--- src/rtl/uart_pkg.sv ---
// Shared UART definitions for the com controller transmit and receive paths.
package uart_pkg;

  typedef enum logic [2:0] {
    IDLE,
    START,
    DATA,
    PARITY,
    STOP
  } tx_state_t;

  localparam int   BITS_PER_BYTE = 8;
  localparam logic STOP_BIT_LVL  = 1'b1;
  localparam logic START_BIT_LVL = 1'b0;

endpackage

--- src/rtl/uart_tx_bit_timer.sv ---
// Bit-period timer: counts 0..CLKS_PER_BIT-1 and flags the last cycle of each bit.
module uart_bit_timer #(
  parameter int CLKS_PER_BIT = 10416
) (
  input  logic clk,
  input  logic reset,
  input  logic i_restart,
  input  logic i_enable,
  output logic o_bit_tick
);

  localparam int CNT_W = (CLKS_PER_BIT > 1) ? $clog2(CLKS_PER_BIT) : 1;
  localparam logic [CNT_W-1:0] CNT_LAST = CNT_W'(CLKS_PER_BIT - 1);

  logic [CNT_W-1:0] r_cnt;
  logic             w_at_last;

  assign w_at_last  = (r_cnt == CNT_LAST);
  assign o_bit_tick = i_enable && w_at_last;

  always_ff @(posedge clk) begin
    if (!reset) begin
      r_cnt <= '0;
    end else if (i_restart) begin
      r_cnt <= '0;
    end else if (i_enable) begin
      r_cnt <= w_at_last ? '0 : r_cnt + 1'b1;
    end
  end

endmodule

--- src/rtl/uart_word_tx.sv ---
// Word-serializing UART transmitter: one word out as BYTES_PER_WORD frames, LSB byte first.
// Defining UART_TX_PARITY_EN adds an even-parity bit to every frame (8E1).
module uart_word_tx
  import uart_pkg::*;
#(
  parameter int CLKS_PER_BIT   = 10416,
  parameter int BYTES_PER_WORD = 4
) (
  input  logic                        clk,
  input  logic                        reset,
  input  logic [8*BYTES_PER_WORD-1:0] word_in,
  input  logic                        word_valid,
  output logic                        word_ready,
  output logic                        tx,
  output logic                        busy,
  output logic                        word_done
);

  localparam int WORD_W = 8 * BYTES_PER_WORD;
  localparam int BC_W   = (BYTES_PER_WORD > 1) ? $clog2(BYTES_PER_WORD) : 1;
  localparam logic [BC_W-1:0] LAST_BYTE = BC_W'(BYTES_PER_WORD - 1);
  localparam logic [2:0]      LAST_BIT  = 3'(BITS_PER_BYTE - 1);

  tx_state_t         r_state;
  tx_state_t         w_state_next;
  logic              r_tx;
  logic              w_tx_next;
  logic              r_ready;
  logic              r_busy;
  logic              r_done;
  logic              w_done_next;
  logic [2:0]        r_bit_cnt;
  logic [2:0]        w_bit_cnt_next;
  logic [2:0]        w_bit_idx;
  logic [BC_W-1:0]   r_byte_cnt;
  logic [BC_W-1:0]   w_byte_cnt_next;
  logic [WORD_W-1:0] r_shift;
  logic [WORD_W-1:0] w_shift_next;
  logic              w_accept;
  logic              w_bit_tick;

  assign w_accept  = (r_state == IDLE) && r_ready && word_valid;
  assign w_bit_idx = r_bit_cnt + 3'd1;

  uart_bit_timer #(
    .CLKS_PER_BIT(CLKS_PER_BIT)
  ) u_bit_timer (
    .clk       (clk),
    .reset     (reset),
    .i_restart (w_accept),
    .i_enable  (r_state != IDLE),
    .o_bit_tick(w_bit_tick)
  );

  // tx is computed one cycle ahead so the line comes straight from a flop.
  always_comb begin
    w_state_next    = r_state;
    w_tx_next       = r_tx;
    w_done_next     = 1'b0;
    w_bit_cnt_next  = r_bit_cnt;
    w_byte_cnt_next = r_byte_cnt;
    w_shift_next    = r_shift;

    case (r_state)
      IDLE: begin
        w_tx_next = STOP_BIT_LVL;
        if (w_accept) begin
          w_shift_next    = word_in;
          w_byte_cnt_next = '0;
          w_bit_cnt_next  = '0;
          w_tx_next       = START_BIT_LVL;
          w_state_next    = START;
        end
      end

      START: begin
        if (w_bit_tick) begin
          w_bit_cnt_next = '0;
          w_tx_next      = r_shift[0];
          w_state_next   = DATA;
        end
      end

      DATA: begin
        if (w_bit_tick) begin
          if (r_bit_cnt == LAST_BIT) begin
`ifdef UART_TX_PARITY_EN
            w_tx_next    = ^r_shift[BITS_PER_BYTE-1:0];
            w_state_next = PARITY;
`else
            w_tx_next    = STOP_BIT_LVL;
            w_state_next = STOP;
`endif
          end else begin
            w_bit_cnt_next = w_bit_idx;
            w_tx_next      = r_shift[w_bit_idx];
          end
        end
      end

`ifdef UART_TX_PARITY_EN
      PARITY: begin
        if (w_bit_tick) begin
          w_tx_next    = STOP_BIT_LVL;
          w_state_next = STOP;
        end
      end
`endif

      STOP: begin
        if (w_bit_tick) begin
          if (r_byte_cnt == LAST_BYTE) begin
            w_tx_next    = STOP_BIT_LVL;
            w_done_next  = 1'b1;
            w_state_next = IDLE;
          end else begin
            // next start bit follows immediately, no idle gap between bytes
            w_byte_cnt_next = r_byte_cnt + 1'b1;
            w_shift_next    = r_shift >> BITS_PER_BYTE;
            w_bit_cnt_next  = '0;
            w_tx_next       = START_BIT_LVL;
            w_state_next    = START;
          end
        end
      end

      default: begin
        w_tx_next    = STOP_BIT_LVL;
        w_state_next = IDLE;
      end
    endcase
  end

  always_ff @(posedge clk) begin
    if (!reset) begin
      r_state    <= IDLE;
      r_tx       <= STOP_BIT_LVL;
      r_ready    <= 1'b0;
      r_busy     <= 1'b0;
      r_done     <= 1'b0;
      r_bit_cnt  <= '0;
      r_byte_cnt <= '0;
      r_shift    <= '0;
    end else begin
      r_state    <= w_state_next;
      r_tx       <= w_tx_next;
      r_ready    <= (w_state_next == IDLE);
      r_busy     <= (w_state_next != IDLE);
      r_done     <= w_done_next;
      r_bit_cnt  <= w_bit_cnt_next;
      r_byte_cnt <= w_byte_cnt_next;
      r_shift    <= w_shift_next;
    end
  end

  assign tx         = r_tx;
  assign word_ready = r_ready;
  assign busy       = r_busy;
  assign word_done  = r_done;

endmodule

--- config.mk ---
export PLATFORM = sky130hd
export DESIGN_NAME = uart_word_tx
export DESIGN_NICKNAME = d
export VERILOG_FILES = /design/src/rtl/uart_pkg.sv /design/src/rtl/uart_tx_bit_timer.sv /design/src/rtl/uart_word_tx.sv
export SDC_FILE = /design/constraint.sdc
export NUM_CORES = 1
export LEC_CHECK = 0
export ABC_AREA = 1
export CAP_MARGIN = 20
export CORE_MARGIN = 3
export CORE_UTILIZATION = 35
export DETAILED_ROUTE_END_ITERATION = 16
export SLEW_MARGIN = 20
export SYNTH_ARGS = -nofsm -noshare
export SYNTH_HDL_FRONTEND = slang
export SYNTH_SLANG_ARGS = --single-unit
--- constraint.sdc ---
create_clock -name clk -period 4.2 [get_ports clk]
set_clock_uncertainty 0.2 [all_clocks]
set_input_delay 0.84 -clock clk [delete_from_list [all_inputs] [get_ports clk]]
set_output_delay 0.84 -clock clk [all_outputs]
set_load 0.05 [all_outputs]
==> results of run 1 <==
[per-stage QoR]
step,area (µm²),cells,hold slack (ps),util,power (µW)
3_5_place_dp,3390,559,255,0.410,775
3_3_place_gp,3390,559,248,0.410,773
6_report,3580,575,261,0.434,1270
4_1_cts,3580,575,263,0.434,1290
5_1_grt,3580,575,276,0.434,1330
2_1_floorplan,2990,433,239,-,720
[worst min-delay path, cell delays in order (launching register included)]
cell                      delay [ps]
sky130_fd_sc_hd__dfxtp_1         310
sky130_fd_sc_hd__nand2_1          60
sky130_fd_sc_hd__a21oi_1          50
[flip-flops by register name (all words and copies together) (netlist names)]
register / flops
busy: 1
r_bit_cnt: 3
r_byte_cnt: 2
r_shift: 32
r_state: 3
tx: 1
u_bit_timer.r_cnt: 14
word_done: 1
word_ready: 1
[layout make-up]
| type | instances | share of cell area |
|---|---|---|
| multi-input combinational | 332 | 0.449 |
| sequential | 58 | 0.324 |
| timing repair buffer | 39 | 0.108 |
| clock buffer | 11 | 0.0394 |
| tap | 105 | 0.0366 |
| inverter | 25 | 0.0276 |
| clock inverter | 5 | 0.0150 |
[power breakdown]
group          internal, µW  leakage, µW  total, µW  switching (µW)
Sequential              575     0.000472        592            17.1
Combinational          74.9     0.000825        170            94.8
Clock                   288     0.000103        508             220
Total                   938      0.00140       1270             332
[synth_stat cells, types with 2 or more instances]
master	instances	area, µm²
sky130_fd_sc_hd__a21oi_1	33	165
sky130_fd_sc_hd__a21oi_2	10	87.6
sky130_fd_sc_hd__buf_1	3	11.3
sky130_fd_sc_hd__buf_2	2	10.0
sky130_fd_sc_hd__buf_4	2	15.0
sky130_fd_sc_hd__buf_6	4	45.0
sky130_fd_sc_hd__clkbuf_1	6	22.5
sky130_fd_sc_hd__dfxtp_1	58	1160
sky130_fd_sc_hd__ha_1	4	50.1
sky130_fd_sc_hd__inv_1	20	75.1
sky130_fd_sc_hd__inv_2	4	15.0
sky130_fd_sc_hd__nand2_1	142	533
sky130_fd_sc_hd__nand2_2	13	81.3
sky130_fd_sc_hd__nand2_4	2	22.5
sky130_fd_sc_hd__nand3_1	58	290
sky130_fd_sc_hd__nand4_1	4	25.0
sky130_fd_sc_hd__nor2_1	39	146
sky130_fd_sc_hd__nor2_4	3	33.8
sky130_fd_sc_hd__nor3_1	8	40.0
sky130_fd_sc_hd__o21ai_1	3	15.0
sky130_fd_sc_hd__xor2_1	2	17.5
[how the worst max path moves through the flow]
stage,slack [ps],from,endpoint,depth (start not counted)
2_1_floorplan,2080,word_valid,r_shift[3],8
3_3_place_gp,1320,word_valid,r_shift[24],7
3_5_place_dp,1300,word_valid,r_shift[31],7
4_1_cts,1640,tx,tx,1
5_1_grt,1500,word_valid,r_byte_cnt[1],7
6_report,1640,word_valid,r_shift[15],7
[metal layers]
layer  vias to the layer above  global-route usage  share of wire
met5                         -                   0              0
met4                         0              0.0441          0.011
met3                         5              0.0481          0.043
met2                        43               0.248           0.48
met1                      1246               0.191           0.46
li1                       1467                   -              -
[kinds of logic (layout without fill, tap and decap cells)]
kind of cell	Yosys count	count (layout)	synth area share
AO/OA/AOI/OAI	51	51	0.105
AND/OR/NAND/NOR	274	274	0.409
adder cells (fa/ha/maj)	4	4	0.0167
buffers and inverters	43	80	0.0728
flip-flops	58	58	0.388
XOR/XNOR	3	3	0.00879
[placed cells by master, fill, tap and decap left out, types with 2 or more instances in the layout]
cell type and count:
sky130_fd_sc_hd__xor2_1 2, sky130_fd_sc_hd__nand2_1 142, sky130_fd_sc_hd__nand3_1 58, sky130_fd_sc_hd__inv_1 20, sky130_fd_sc_hd__a21oi_2 10, sky130_fd_sc_hd__nor3_1 8, sky130_fd_sc_hd__o21ai_1 3, sky130_fd_sc_hd__nor2_1 39
sky130_fd_sc_hd__nand2_2 13, sky130_fd_sc_hd__clkinv_2 3, sky130_fd_sc_hd__nand4_1 4, sky130_fd_sc_hd__nand2_4 2, sky130_fd_sc_hd__dfxtp_1 58, sky130_fd_sc_hd__clkdlybuf4s50_1 38, sky130_fd_sc_hd__nor2_4 3, sky130_fd_sc_hd__clkbuf_8 10
sky130_fd_sc_hd__inv_2 4, sky130_fd_sc_hd__a21oi_1 33, sky130_fd_sc_hd__ha_1 4
==> impl_metrics.py, run 1 <==
metrics = {
    "global_route": {
        "globalRoute.totalOverflow": 0,
        "antenna_found_initial": 0,
        "largest_net_degree_at_the_start_of_global_routing": 38,
        "grt_usage": 0.151,
        "grt_pass1_vias": 2724,
        "global_route_wire_length_before_repair_um": 12000,
    },
    "clock_network": {
        "cts_hold_repair.buffers": 0,
        "root_buffer": "sky130_fd_sc_hd__clkbuf_8",
        "clock_latency_ps": 340,
        "tritoncts": "done",
        "cts-buffers-inserted": 9,
        "clock_tree.buffer_depth": 2,
        "cts_setup_buffers": 0,
        "htree_levels": 3,
        "clock-sinks": 58,
        "post_cts_resized": 0,
        "path_clk_slew_ps": 60,
    },
    "power_and_ir_drop": {
        "ir_worst_vdd_mv": 0.170,
        "leakage_uw": 0.00140,
        "power_density_nw_per_um2": 354,
    },
    "die": {
        "die_w_um": 98.4,
        "placementRows": 33,
        "ios": 39,
        "initial_standard_cell_utilization_of_the_core": 0.362,
        "die-height_um": 98.4,
        "placeableCoreArea_um2": 8260,
        "floorplan.die_area_um2": 9690,
    },
    "drt": {
        "wire_per_inst_um": 11.6,
        "detailroute.via_count": 2761,
        "wl_um": 6690,
        "drt-pass1-iter-count": 4,
        "dr_iter_0_viols": 83,
        "postRouteAntennaNets": 0,
        "drcViolationCount": 0,
        "detail_route.vias_per_cell": 4.80,
    },
    "timing": {
        "grt_setup_unrepaired": "no",
        "finalMaxSlewViolations": 0,
        "hold_violations": 0,
        "worst_slew_pin_slew_ps": 843,
        "layout_worst_path_cycle_share": 0.610,
        "count_of_endpoints_failing_setup_in_the_final_report": 0,
        "fmaxAchievable_mhz": 390,
        "setup_ws_ps": 1640,
        "slew_headroom": 0.437,
        "finalWorstPathRequiredPeriod_ps": 2560,
        "totalNegativeSetupSlack_ps": 0,
    },
    "setup_path": {
        "arrival_ps": 2540,
        "ordered_list_of_cells_on_the_worst_path": "clkdlybuf4s50_1, nand2_1, a21oi_4, and2_4, nand2_8, nand2_1, a21oi_1",
        "worstReg2RegStart": "r_state[0]",
        "critical_path_cell_with_the_highest_stage_delay": "sky130_fd_sc_hd__clkdlybuf4s50_1",
        "slack_of_the_worst_reg_to_reg_path_ps": 1930,
        "r2r_end": "r_shift[15]",
        "worst_path_dominant_cell_family": "simple AND/OR/NAND/NOR gates",
        "start_kind": "primary input",
        "worst_path_most_repeated_cell": "sky130_fd_sc_hd__nand2_1",
        "criticalPathCategory": "in2reg",
        "worstSetupEndpointType": "flip-flop",
        "worst-path-buf-inv": 1,
        "critical_path.max_fanout": 34,
        "critical-path-max-stage-delay_ps": 490,
        "crit_required_ps": 4180,
        "rr_worst_depth": 8,
    },
    "flow_run": {
        "timing.max_cap.violations": 0,
    },
    "place": {
        "gpl.final_weighted_congestion": 0.786,
        "placement.io_buffers": 38,
        "detailedPlacementHpwl_um": 4770,
        "place_worst_setup_slack_ps": 1300,
    },
    "logic_synthesis": {
        "ys_ff_latch": 58,
        "synthCells": 433,
        "mappedNetlistNets": 472,
        "avgSynthCellArea_um2": 6.90,
        "synth_top_flop_cell": "sky130_fd_sc_hd__dfxtp_1",
        "synth_cell_type_count": 34,
        "synth.yosys.seq_area_share": 0.388,
        "synth-edff-count": 0,
        "mappedNetlistArea_um2": 2990,
        "async_set_or_reset_register_ratio_after_synthesis": 0,
        "synthesis.yosys.warnings": 0,
    },
    "finish": {
        "num_antenna_cells": 0,
        "sequential_cell_area_um2": 1160,
        "multi_input_comb_area_um2": 1610,
        "num-fill-cells": 863,
        "final_layout_size_suffix_gt1_frac": 0.115,
        "area_delta_synth_final_pct": 19.9,
        "num-nets-final": 504,
    },
    "worst_hold_path": {
        "min_delay_path_depth": 2,
        "timing.hold.worst.class": "reg2reg",
        "hp-start": "r_shift[9]",
        "hold_path_end": "r_shift[9]",
    },
    "status": {
        "status": "complete, no violations",
    },
}
(Power assumes the default switching activity.)
==> inputs of run 2 (changes only) <==
- clock period: 4.2 -> 2.7 ns (I/O delays scaled with it)
==> impl_metrics.py, run 2 (synthesis results as in run 1) <==
metrics = {
    "drt": {
        "dr_iter_0_viols": 98,
        "detailroute.via_count": 2804,
        "drt-pass1-iter-count": 4,
        "drcViolationCount": 0,
        "postRouteAntennaNets": 0,
        "wl_um": 6820,
        "detail_route.vias_per_cell": 4.85,
        "wire_per_inst_um": 11.8,
    },
    "power_and_ir_drop": {
        "power.total_uw": 2200,
        "power_density_nw_per_um2": 599,
        "ir_worst_vdd_mv": 0.254,
        "relative_contribution_of_combinational_cells_to_total_power": 0.123,
        "power.share.switching": 0.237,
        "seq_power_share": 0.418,
        "internal_power_uw": 1680,
        "leakage_uw": 0.00144,
        "p_sw_uw": 522,
        "p_clk_frac": 0.459,
    },
    "global_route": {
        "globalRoute.totalOverflow": 0,
        "largest_net_degree_at_the_start_of_global_routing": 37,
        "global_route_wire_length_before_repair_um": 12000,
        "grt_usage": 0.150,
        "antenna_found_initial": 0,
        "grt_pass1_vias": 2712,
    },
    "setup_path": {
        "criticalPathCategory": "reg2out",
        "path_depth": 1,
        "critical-path-max-stage-delay_ps": 820,
        "worst-path-buf-inv": 1,
        "worst_path_dominant_cell_family": "buffers and inverters",
        "critical_path_cell_with_the_highest_stage_delay": "sky130_fd_sc_hd__clkdlybuf4s50_1",
        "critical_path.max_fanout": 3,
        "worstSetupEndpointType": "output port",
        "arrival_ps": 1510,
        "rr_worst_depth": 8,
        "crit_required_ps": 1960,
        "ordered_list_of_cells_on_the_worst_path": "clkdlybuf4s50_1",
        "start_kind": "flip-flop",
    },
    "place": {
        "place_worst_setup_slack_ps": 370,
        "detailedPlacementHpwl_um": 4820,
        "gpl.final_weighted_congestion": 0.762,
        "placement.io_buffers": 38,
    },
    "timing": {
        "hold_violations": 0,
        "count_of_endpoints_failing_setup_in_the_final_report": 0,
        "finalMaxSlewViolations": 0,
        "setup_ws_ps": 451,
        "totalNegativeSetupSlack_ps": 0,
        "fmaxAchievable_mhz": 445,
        "layout_worst_path_cycle_share": 0.833,
        "grt_setup_unrepaired": "no",
        "slew_headroom": 0.666,
        "finalWorstPathRequiredPeriod_ps": 2250,
        "worst_slew_pin_slew_ps": 500,
    },
    "die": {
        "die_w_um": 98.4,
        "placeableCoreArea_um2": 8260,
        "ios": 39,
        "placementRows": 33,
        "initial_standard_cell_utilization_of_the_core": 0.362,
        "floorplan.die_area_um2": 9690,
        "die-height_um": 98.4,
    },
    "clock_network": {
        "root_buffer": "sky130_fd_sc_hd__clkbuf_8",
        "htree_levels": 3,
        "tritoncts": "done",
        "cts_setup_buffers": 0,
        "cts-buffers-inserted": 9,
        "cts_hold_repair.buffers": 0,
        "clock-sinks": 58,
        "clock_latency_ps": 340,
        "post_cts_resized": 0,
        "clock_tree.buffer_depth": 2,
        "path_clk_slew_ps": 70,
    },
    "finish": {
        "area_delta_synth_final_pct": 23.0,
        "num-fill-cells": 881,
        "final_layout_size_suffix_gt1_frac": 0.121,
        "biggestRegsByFlops": "r_shift x32, u_bit_timer.r_cnt x14",
        "final_cell_utilization_of_the_core": 0.445,
        "largest_register": "r_shift",
        "num-nets-final": 507,
        "layout.cells.most_common": "sky130_fd_sc_hd__nand2_1",
        "num_antenna_cells": 0,
        "layout_common_cells": "sky130_fd_sc_hd__nand2_1 (142), sky130_fd_sc_hd__nand3_1 (58), sky130_fd_sc_hd__dfxtp_1 (58), sky130_fd_sc_hd__nor2_1 (39), sky130_fd_sc_hd__clkdlybuf4s50_1 (38)",
        "largest_reg_flops": 32,
    },
    "worst_hold_path": {
        "timing.hold.worst.class": "reg2reg",
        "min_delay_path_depth": 2,
    },
    "flow_run": {
        "timing.max_cap.violations": 0,
    },
    "status": {
        "status": "complete, no violations",
    },
}
run 2: power by group through the flow:
stage / Combinational (µW) / Sequential [µW] / Clock (µW)
finish: 271 / 921 / 1010
global route: 304 / 926 / 1070
CTS: 273 / 921 / 1030
detailed placement: 272 / 939 / 0
global placement: 269 / 940 / 0
floorplan: 171 / 950 / 0
run 2: through the flow:
| step | cell area, µm² | hold WS, ps | std cells |
|---|---|---|---|
| 5_1_grt | 3680 | 274 | 578 |
| 3_5_place_dp | 3420 | 254 | 562 |
| 4_1_cts | 3680 | 264 | 578 |
| 6_report | 3680 | 262 | 578 |
| 3_3_place_gp | 3420 | 249 | 562 |
| 2_1_floorplan | 2990 | 239 | 433 |
run 2: path summary, 6_finish.rpt:
check,startpoint,endpoint,slack [ps]
setup / recovery,word_ready,word_ready,450
hold / removal,r_shift[20],r_shift[20],260
setup reg to reg,u_bit_timer.r_cnt[0],r_shift[31],630
hold reg to reg,r_shift[20],r_shift[20],260
run 2: routing by layer:
layer / vias up / part of all wire / GRT usage
met1: 1273 / 0.48 / 0.187
met4: 0 / 0.017 / 0.0525
met5: - / 0 / 0
met3: 12 / 0.044 / 0.0439
met2: 48 / 0.46 / 0.249
li1: 1471 / - / -
run 2: final cells by class:
cell class | count | area, µm² | area share
clock inverters | 4 | 97.6 | 0.0265
well taps | 105 | 131 | 0.0357
multi-input cells | 332 | 1610 | 0.438
inverters | 25 | 98.8 | 0.0269
clock buffers | 12 | 155 | 0.0422
flip-flops and latches | 58 | 1160 | 0.316
repair buffers | 42 | 423 | 0.115
